===== src/rtl/ats21_cmd_sched.sv =====
// ATS21 command scheduler: two 2-entry client FIFOs feeding a HI/LO/WAIT issue FSM.
// Both lanes issue together, and completion or timeout retires every latched lane at once.

module ats21_cmd_fifo (
    input  logic        clk,
    input  logic        reset,
    input  logic        i_push,
    input  logic [31:0] i_data,
    input  logic        i_pop,
    output logic        o_full,
    output logic        o_empty,
    output logic [31:0] o_head
);

    logic [31:0] r_mem [0:1];
    logic        r_wr;
    logic        r_rd;
    logic [1:0]  r_cnt;
    logic        w_push;
    logic        w_pop;

    assign o_full  = (r_cnt == 2'd2);
    assign o_empty = (r_cnt == 2'd0);
    assign o_head  = r_mem[r_rd];
    assign w_push  = i_push && !o_full;
    assign w_pop   = i_pop && !o_empty;

    always_ff @(posedge clk or negedge reset) begin
        if (!reset) begin
            r_wr  <= 1'b0;
            r_rd  <= 1'b0;
            r_cnt <= 2'd0;
        end else begin
            if (w_push)
                r_wr <= ~r_wr;
            if (w_pop)
                r_rd <= ~r_rd;
            case ({w_push, w_pop})
                2'b10:   r_cnt <= r_cnt + 2'd1;
                2'b01:   r_cnt <= r_cnt - 2'd1;
                default: r_cnt <= r_cnt;
            endcase
        end
    end

    // Storage carries no reset; the occupancy count alone defines validity.
    always_ff @(posedge clk) begin
        if (w_push)
            r_mem[r_wr] <= i_data;
    end

endmodule

module ats21_cmd_sched (
    input  logic        clk,
    input  logic        reset,
    input  logic        a_valid,
    input  logic [31:0] a_instr,
    output logic        a_ready,
    input  logic        b_valid,
    input  logic [31:0] b_instr,
    output logic        b_ready,
    output logic        req,
    output logic [15:0] ctrlA,
    output logic [15:0] ctrlB,
    input  logic        ready,
    input  logic [1:0]  stat,
    output logic        a_done,
    output logic        b_done,
    output logic [1:0]  a_stat,
    output logic [1:0]  b_stat,
    output logic        timeout,
    output logic        busy
);

    localparam logic [1:0] S_IDLE = 2'd0;
    localparam logic [1:0] S_HI   = 2'd1;
    localparam logic [1:0] S_LO   = 2'd2;
    localparam logic [1:0] S_WAIT = 2'd3;

    logic [1:0]  r_state;
    logic        r_lane_a;
    logic        r_lane_b;
    logic [7:0]  r_cnt;
    logic        r_a_done;
    logic        r_b_done;
    logic [1:0]  r_a_stat;
    logic [1:0]  r_b_stat;

    logic        w_a_full;
    logic        w_a_empty;
    logic [31:0] w_a_head;
    logic        w_b_full;
    logic        w_b_empty;
    logic [31:0] w_b_head;
    logic        w_rsp;
    logic        w_tmo;
    logic        w_fin;

    assign a_ready = !w_a_full;
    assign b_ready = !w_b_full;

    // Heads stay put until the WAIT exit pops them, so HI and LO read the same word.
    assign w_rsp = (r_state == S_WAIT) && ready;
    assign w_tmo = (r_state == S_WAIT) && !ready && (r_cnt == 8'hFF);
    assign w_fin = w_rsp || w_tmo;

    ats21_cmd_fifo u_fifo_a (
        .clk     (clk),
        .reset   (reset),
        .i_push  (a_valid && a_ready),
        .i_data  (a_instr),
        .i_pop   (w_fin && r_lane_a),
        .o_full  (w_a_full),
        .o_empty (w_a_empty),
        .o_head  (w_a_head)
    );

    ats21_cmd_fifo u_fifo_b (
        .clk     (clk),
        .reset   (reset),
        .i_push  (b_valid && b_ready),
        .i_data  (b_instr),
        .i_pop   (w_fin && r_lane_b),
        .o_full  (w_b_full),
        .o_empty (w_b_empty),
        .o_head  (w_b_head)
    );

    always_ff @(posedge clk or negedge reset) begin
        if (!reset) begin
            r_state  <= S_IDLE;
            r_lane_a <= 1'b0;
            r_lane_b <= 1'b0;
            r_cnt    <= 8'd0;
        end else begin
            case (r_state)
                S_IDLE: begin
                    if (!w_a_empty || !w_b_empty) begin
                        r_state  <= S_HI;
                        r_lane_a <= !w_a_empty;
                        r_lane_b <= !w_b_empty;
                    end
                end
                S_HI: r_state <= S_LO;
                S_LO: begin
                    r_state <= S_WAIT;
                    r_cnt   <= 8'd0;
                end
                default: begin
                    if (w_fin)
                        r_state <= S_IDLE;
                    else
                        r_cnt <= r_cnt + 8'd1;
                end
            endcase
        end
    end

    // Status only moves on a real acknowledge; a timeout leaves it alone.
    always_ff @(posedge clk or negedge reset) begin
        if (!reset) begin
            r_a_done <= 1'b0;
            r_b_done <= 1'b0;
            r_a_stat <= 2'b00;
            r_b_stat <= 2'b00;
        end else begin
            r_a_done <= w_rsp && r_lane_a;
            r_b_done <= w_rsp && r_lane_b;
            if (w_rsp && r_lane_a)
                r_a_stat <= stat;
            if (w_rsp && r_lane_b)
                r_b_stat <= stat;
        end
    end

    always_comb begin
        req   = 1'b0;
        ctrlA = 16'h0000;
        ctrlB = 16'h0000;
        case (r_state)
            S_HI: begin
                req   = 1'b1;
                ctrlA = r_lane_a ? w_a_head[31:16] : 16'h0000;
                ctrlB = r_lane_b ? w_b_head[31:16] : 16'h0000;
            end
            S_LO: begin
                ctrlA = r_lane_a ? w_a_head[15:0] : 16'h0000;
                ctrlB = r_lane_b ? w_b_head[15:0] : 16'h0000;
            end
            default: ;
        endcase
    end

    assign a_done  = r_a_done;
    assign b_done  = r_b_done;
    assign a_stat  = r_a_stat;
    assign b_stat  = r_b_stat;
    assign timeout = w_tmo;
    assign busy    = (r_state != S_IDLE);

endmodule


===== config.mk =====
export PLATFORM = sky130hd
export DESIGN_NAME = ats21_cmd_sched
export DESIGN_NICKNAME = d
export VERILOG_FILES = /design/src/rtl/ats21_cmd_sched.sv
export SDC_FILE = /design/constraint.sdc
export NUM_CORES = 1
export LEC_CHECK = 0
export CAP_MARGIN = 20
export CORE_MARGIN = 8
export CORE_UTILIZATION = 55
export DETAILED_ROUTE_END_ITERATION = 7
export DONT_BUFFER_PORTS = 1
export GPL_TIMING_DRIVEN = 0
export PLACE_DENSITY = 0.74
export SYNTH_ARGS = -nofsm -noshare
export SYNTH_HDL_FRONTEND = slang
export SYNTH_SLANG_ARGS = --single-unit
export TNS_END_PERCENT = 1

===== constraint.sdc =====
create_clock -name clk -period 2.7 [get_ports clk]
set_input_delay 0.54 -clock clk [delete_from_list [all_inputs] [get_ports clk]]
set_output_delay 0.54 -clock clk [all_outputs]
set_load 0.1 [all_outputs]

# ---- After elaboration in Yosys (flattened, before gate mapping)
# Memories as Yosys holds them, arrays and structs flattened.
# Index checks and enable logic that the tools add are counted.
dict set report word_totals {
  register_bits 26
  latchBits 0
  mem_bits_rw 128
  romBits 0
  input_bits 71
  word_cells 87
  n_memories 2
}
# memory words word_bits rd rd_ports_with_merged_regs wr line_no
set memory_table {}
lappend memory_table {u_fifo_a.r_mem 2 32 1 0 1 15} ;# logic [31:0] r_mem [0:1];
lappend memory_table {u_fifo_b.r_mem 2 32 1 0 1 15}
dict set report op_classes {
  add_sub_neg 5
  multipliers 0
  n_div 0
  order_cmp 0
  n_eq_ne 12
  n_shift 0
  muxes 18
  bitwise_logic 5
  reduce_logical 31
}
# operator n
set ops {}
lappend ops {{two-way mux 16 bit} 4}
lappend ops {{case mux 16 bit (2 select lines)} 2}
lappend ops {{case mux 8 bit (2 select lines)} 1}
lappend ops {{logical AND 1 bit} 13}
lappend ops {{equality test 2 bit (second input constant)} 6}
lappend ops {{adder 8 x 1 -> 8 bit (second input constant)} 1}
lappend ops {{equality test 8 bit (second input constant)} 1}
lappend ops {{two-way mux 8 bit} 1}
lappend ops {{case mux 2 bit (2 select lines)} 2}
lappend ops {{equality test 2 x 1 -> 1 bit (second input constant)} 3}
lappend ops {{logical NOT 2 bit} 3}
lappend ops {{case mux 2 bit (3 select lines)} 1}
lappend ops {{AND reduction 2 bit} 3}
lappend ops {{nonzero test 2 bit} 3}
lappend ops {{logical NOT 1 bit} 5}
lappend ops {{two-way mux 1 bit} 5}
lappend ops {{NOT 1 bit} 5}
lappend ops {{adder 2 x 1 -> 2 bit (second input constant)} 2}
lappend ops {{two-way mux 2 bit} 2}
lappend ops {{nonzero test 4 bit} 1}
lappend ops {{subtractor 2 x 1 -> 2 bit (second input constant)} 2}
lappend ops {{logical OR 1 bit} 2}
lappend ops {{!= test 2 x 1 -> 1 bit (second input constant)} 1}
lappend ops {{!= test 2 bit (second input constant)} 1}
lappend ops {{OR reduction 2 bit} 1}

# ---- Depth between registers and ports, before layout
dict set report logic_depth {
  depth_word 8
  ltp_mapped 8
  depth_no_buf 8
}

# ---- Hierarchy
# A second synthesis with hierarchy kept.
dict set report unflattened {
  cells_unflattened 408
  hier_area_um2 6718.9
}
# mod n_inst cells_per_inst area_per_inst_um2 seq_area_each_um2
set by_module_without_submodules {}
lappend by_module_without_submodules {ats21_cmd_fifo 2 118 2658.8 2021.9}
lappend by_module_without_submodules {ats21_cmd_sched 1 172 1401.3 450.4}

# ---- Worst setup path after synthesis
# OpenSTA, ideal clock, no wires.
dict set report synth_timing {
  kind {register to output}
  from {register r_cnt[0]}
  to {output port timeout}
  arrival_ps 3587
  setup_slack_ps -1427
  stages_incl_launch_ff 4
  path_cell_list {dfrtp_1 > ha_1 > nand4_1 > nor4_1}
}
dict set report synth_between {
  elab_chain_len 2
}
# element line_no
set synth_lines {}
lappend synth_lines {{start: declaration} 84} ;# logic [7:0] r_cnt;
lappend synth_lines {{start signal: assignment} 154} ;# r_cnt <= r_cnt + 8'd1;
lappend synth_lines {{equality test 8 bit} 105} ;# assign w_tmo = (r_state == S_WAIT) && !ready && (r_cnt == 8'hFF);
lappend synth_lines {{logical AND 1 bit} 105}
lappend synth_lines {{end: declaration} 72} ;# output logic timeout,
# Every way passes these cells.

# ---- Worst setup path in the final report
dict set report layout_timing {
  from {register r_state[1]}
  to {output port ctrlB[11]}
}
dict set report layout_between {
  elab_chain_len 2
  word_cells_on_any_way 3
}
# element line_no
set layout_lines {}
lappend layout_lines {{start: declaration} 81} ;# logic [1:0] r_state;
lappend layout_lines {{start signal: assignment} 132} ;# r_state <= S_IDLE;
lappend layout_lines {{start signal: assignment} 140} ;# r_state <= S_HI;
lappend layout_lines {{start signal: assignment} 145} ;# S_HI: r_state <= S_LO;
lappend layout_lines {{equality test 2 bit or equality test 2 x 1 -> 1 bit (tied branches)} 181} ;# case (r_state)
lappend layout_lines {{case mux 16 bit (2 select lines) *} 181}
lappend layout_lines {{end: declaration} 65} ;# output logic [15:0] ctrlB,
# Mark *: on every way between the ends. The rest lies on a longest branch, timed or not.

==> flow_summary.yaml <==
logic_synthesis:
  synth_mux_area_share_pct: 12.4
  synthAdderAreaFrac_pct: 1.55
  synthCells: 416
  yosysUniqueCellTypes: 43
  synth_edf_count: 128
  synth_compound_area_share_pct: 6.48
  ys.flop_type: "edfxtp_1"
  ys_ff_latch: 154
  seq_area_frac_synth_pct: 69.7
  synthesis.area_mm2: 0.00645
  synth_most_common_cell: "edfxtp_1"
  synth.net_count: 495
  synth_area_leaders: "edfxtp_1, mux2_2, dfrtp_1"
  yosys.area.top_type_share_pct: 59.6
  ys_top_cells_by_count: "edfxtp_1, mux2_2, nor2_1, a22oi_1, dfrtp_1"
  synth-xor-area-share_pct: 1.36
  synth_largest_area_cell: "edfxtp_1"
  avgSynthCellArea_um2: 15.5
  synth_top_family_by_area: "multiplexers"
  async_flop_share_pct: 16.9
  ys_warn_count: 0
  yosys.area_share.simple_pct: 6.53
worst_setup_path:
  worst_setup_path_start_kind: "flip-flop"
  worstPathArrival_ps: 2280
  cp_max_fo: 8
  required_ps: 2160
  cp-end-kind: "output port"
  ff2ff_path_depth: 3
  path_class: "flip-flop to output port"
run_status:
  status: "complete, but fails checks"
  violations: "setup timing"
clock_network:
  root_buffer: "clkbuf_16"
  htree_levels: 4
  numCtsBuffers: 17
  cts.clk_slew.worst_paths_ps: 60
  cts_max_path_buffers: 2
  insertion_delay_ps: 420
  clock_sinks: 154
  cts_tree: "built"
timing:
  slew_violations: 0
  report.final.setup_viol: 32
  skew_ps: 6.46
  worst_pin_slew_ps: 955
  setup_tns_ps: -2830
  setup_slack_ps: -124
  timing.hold.ws_ps: 208
  max_freq_mhz: 354
  maxSlewHeadroom_pct: 36.2
  post-route-period-util_pct: 105
  finalCriticalPeriod_ps: 2820
  rsz0062_at_grt: "true"
  hold_viol_final: 0
flow_run:
  maxCapViolCount: 0
routing:
  drc: 0
  first_iter_violations: 250
  met2_length_um: 6650
  met1_length_um: 5320
  routed-via-count: 3588
  drt_wl_total_um: 13600
  wl_per_cell_um: 22.3
  routed_via_density: 5.89
  drtAntennaViolNets: 0
  routed.top_layer: "met4"
  first_pass_iters: 5
  wl_met3_um: 1390
floorplan:
  coreArea_mm2: 0.0114
  ioPinCount: 114
  chipWidth_um: 124
  start_util_pct: 56.5
  die_y_um: 124
  die-area_mm2: 0.0155
  fp-row-count: 39
finish:
  nNetsFinal: 532
  stdcell_count: 609
  area_growth_pct: 23.5
  drive_above_1_share_pct: 43.8
  antennaDiodeCount: 0
  fillerInstances: 779
global_routing:
  grt_max_degree: 33
  antenna_found_initial: 0
  grt_overflow_total: 0
  track_usage_pct: 17.3
  grt_pass1_wl_um: 20700
  grt_pass1_vias: 3833
placement:
  pre_cts_slack_ps: -520
  dp_hpwl_um: 8930
  gp_congestion: 0.800
  io_buffers: 0
  place_inst: 562
hold_path:
  hold-path-cell-count: 0
  hp-class: "input pin to flip-flop"
==> logic make-up after synthesis <==
group	count (synthesis)
xor+xnor	10
simple gates	91
mux	71
flops	154
fa+ha+maj	8
buf+inv	28
compound gates	54
==> cells in the final DEF (no fill, tap or decap), types with 3 or more instances in the layout <==
cell | synthesis | final
buf_12 | 0 | 4
clkbuf_16 | 0 | 22
edfxtp_1 | 128 | 128
nor2_4 | 0 | 34
nand3_1 | 5 | 5
dfrtp_1 | 26 | 25
buf_4 | 0 | 12
buf_2 | 11 | 11
a22oi_1 | 33 | 20
nand2_1 | 16 | 14
xor2_1 | 4 | 4
nor2_1 | 44 | 10
xnor2_1 | 6 | 6
buf_6 | 2 | 4
inv_1 | 5 | 3
clkinv_2 | 0 | 5
mux2_2 | 69 | 69
ha_1 | 8 | 5
a22oi_2 | 0 | 13
nand4_1 | 6 | 6
and3_1 | 5 | 3
o21ai_0 | 7 | 7
==> registers in the layout, indices dropped and copies added (netlist names) <==
register / count
u_fifo_b.r_mem: 64
a_done: 1
b_done: 1
a_stat: 2
u_fifo_b.r_wr: 1
r_state: 2
u_fifo_a.r_wr: 1
r_lane_b: 1
u_fifo_a.r_rd: 1
u_fifo_a.r_mem: 64
b_stat: 2
u_fifo_b.r_cnt: 2
u_fifo_b.r_rd: 1
r_lane_a: 1
u_fifo_a.r_cnt: 2
r_cnt: 8
==> layer usage <==
layer | track usage, % | vias up
met3 | 8.64 | 19
met4 | 7.87 | 0
li1 | - | 1661
met1 | 19.1 | 1803
met2 | 27.4 | 105
met5 | 0 | -
==> path summary, 6_finish.rpt <==
check                                   endpoint  slack [ps]              start
max                                    ctrlB[11]        -120         r_state[1]
min                         u_fifo_a.r_mem[0][9]         210         a_instr[9]
max reg2reg                u_fifo_b.r_mem[0][29]         230  u_fifo_b.r_cnt[0]
min reg2reg                        u_fifo_b.r_wr         540      u_fifo_b.r_wr
max in group asynchronous             r_state[0]        1970              reset
min in group asynchronous               r_cnt[3]         560              reset
==> layout make-up <==
cell class              count  area [um^2]  share of cell area (%)
clock buffers              21          460                    5.78
multi-input cells         234         2230                    27.9
well taps                 143          179                    2.24
repair buffers             19          235                    2.95
clock inverters            11          119                    1.49
flip-flops and latches    154         4500                    56.4
plain buffers              22          235                    2.95
inverters                   5         18.8                   0.235
==> critical path, stage by stage (launching register included) <==
cell,delay [ps]
dfrtp_1,400
inv_2,110
ha_4,350
buf_12,200
clkbuf_16,150
a22oi_1,110
nor2_4,520
==> what timing repair did <==
action	in CTS	in global routing
endpoints found under the hold margin	26	0
cloned	0	3
pin swaps	14	20
buffers inserted	3	8
endpoints found under the setup margin	96	32
hold buffers	2	0
gates resized for setup	46	18
==> through the flow <==
| step | cell area, um^2 | util (%) |
|---|---|---|
| after floorplan | 6710 | - |
| after global placement | 6880 | 60.3 |
| after detailed placement | 6950 | 60.9 |
| after CTS | 7770 | 68.1 |
| after global routing | 7970 | 69.8 |
| final | 7970 | 69.8 |
Power is left out: the tool's default activity adds up to more than one toggle a clock period on the data nets, which glitch-free logic cannot reach.
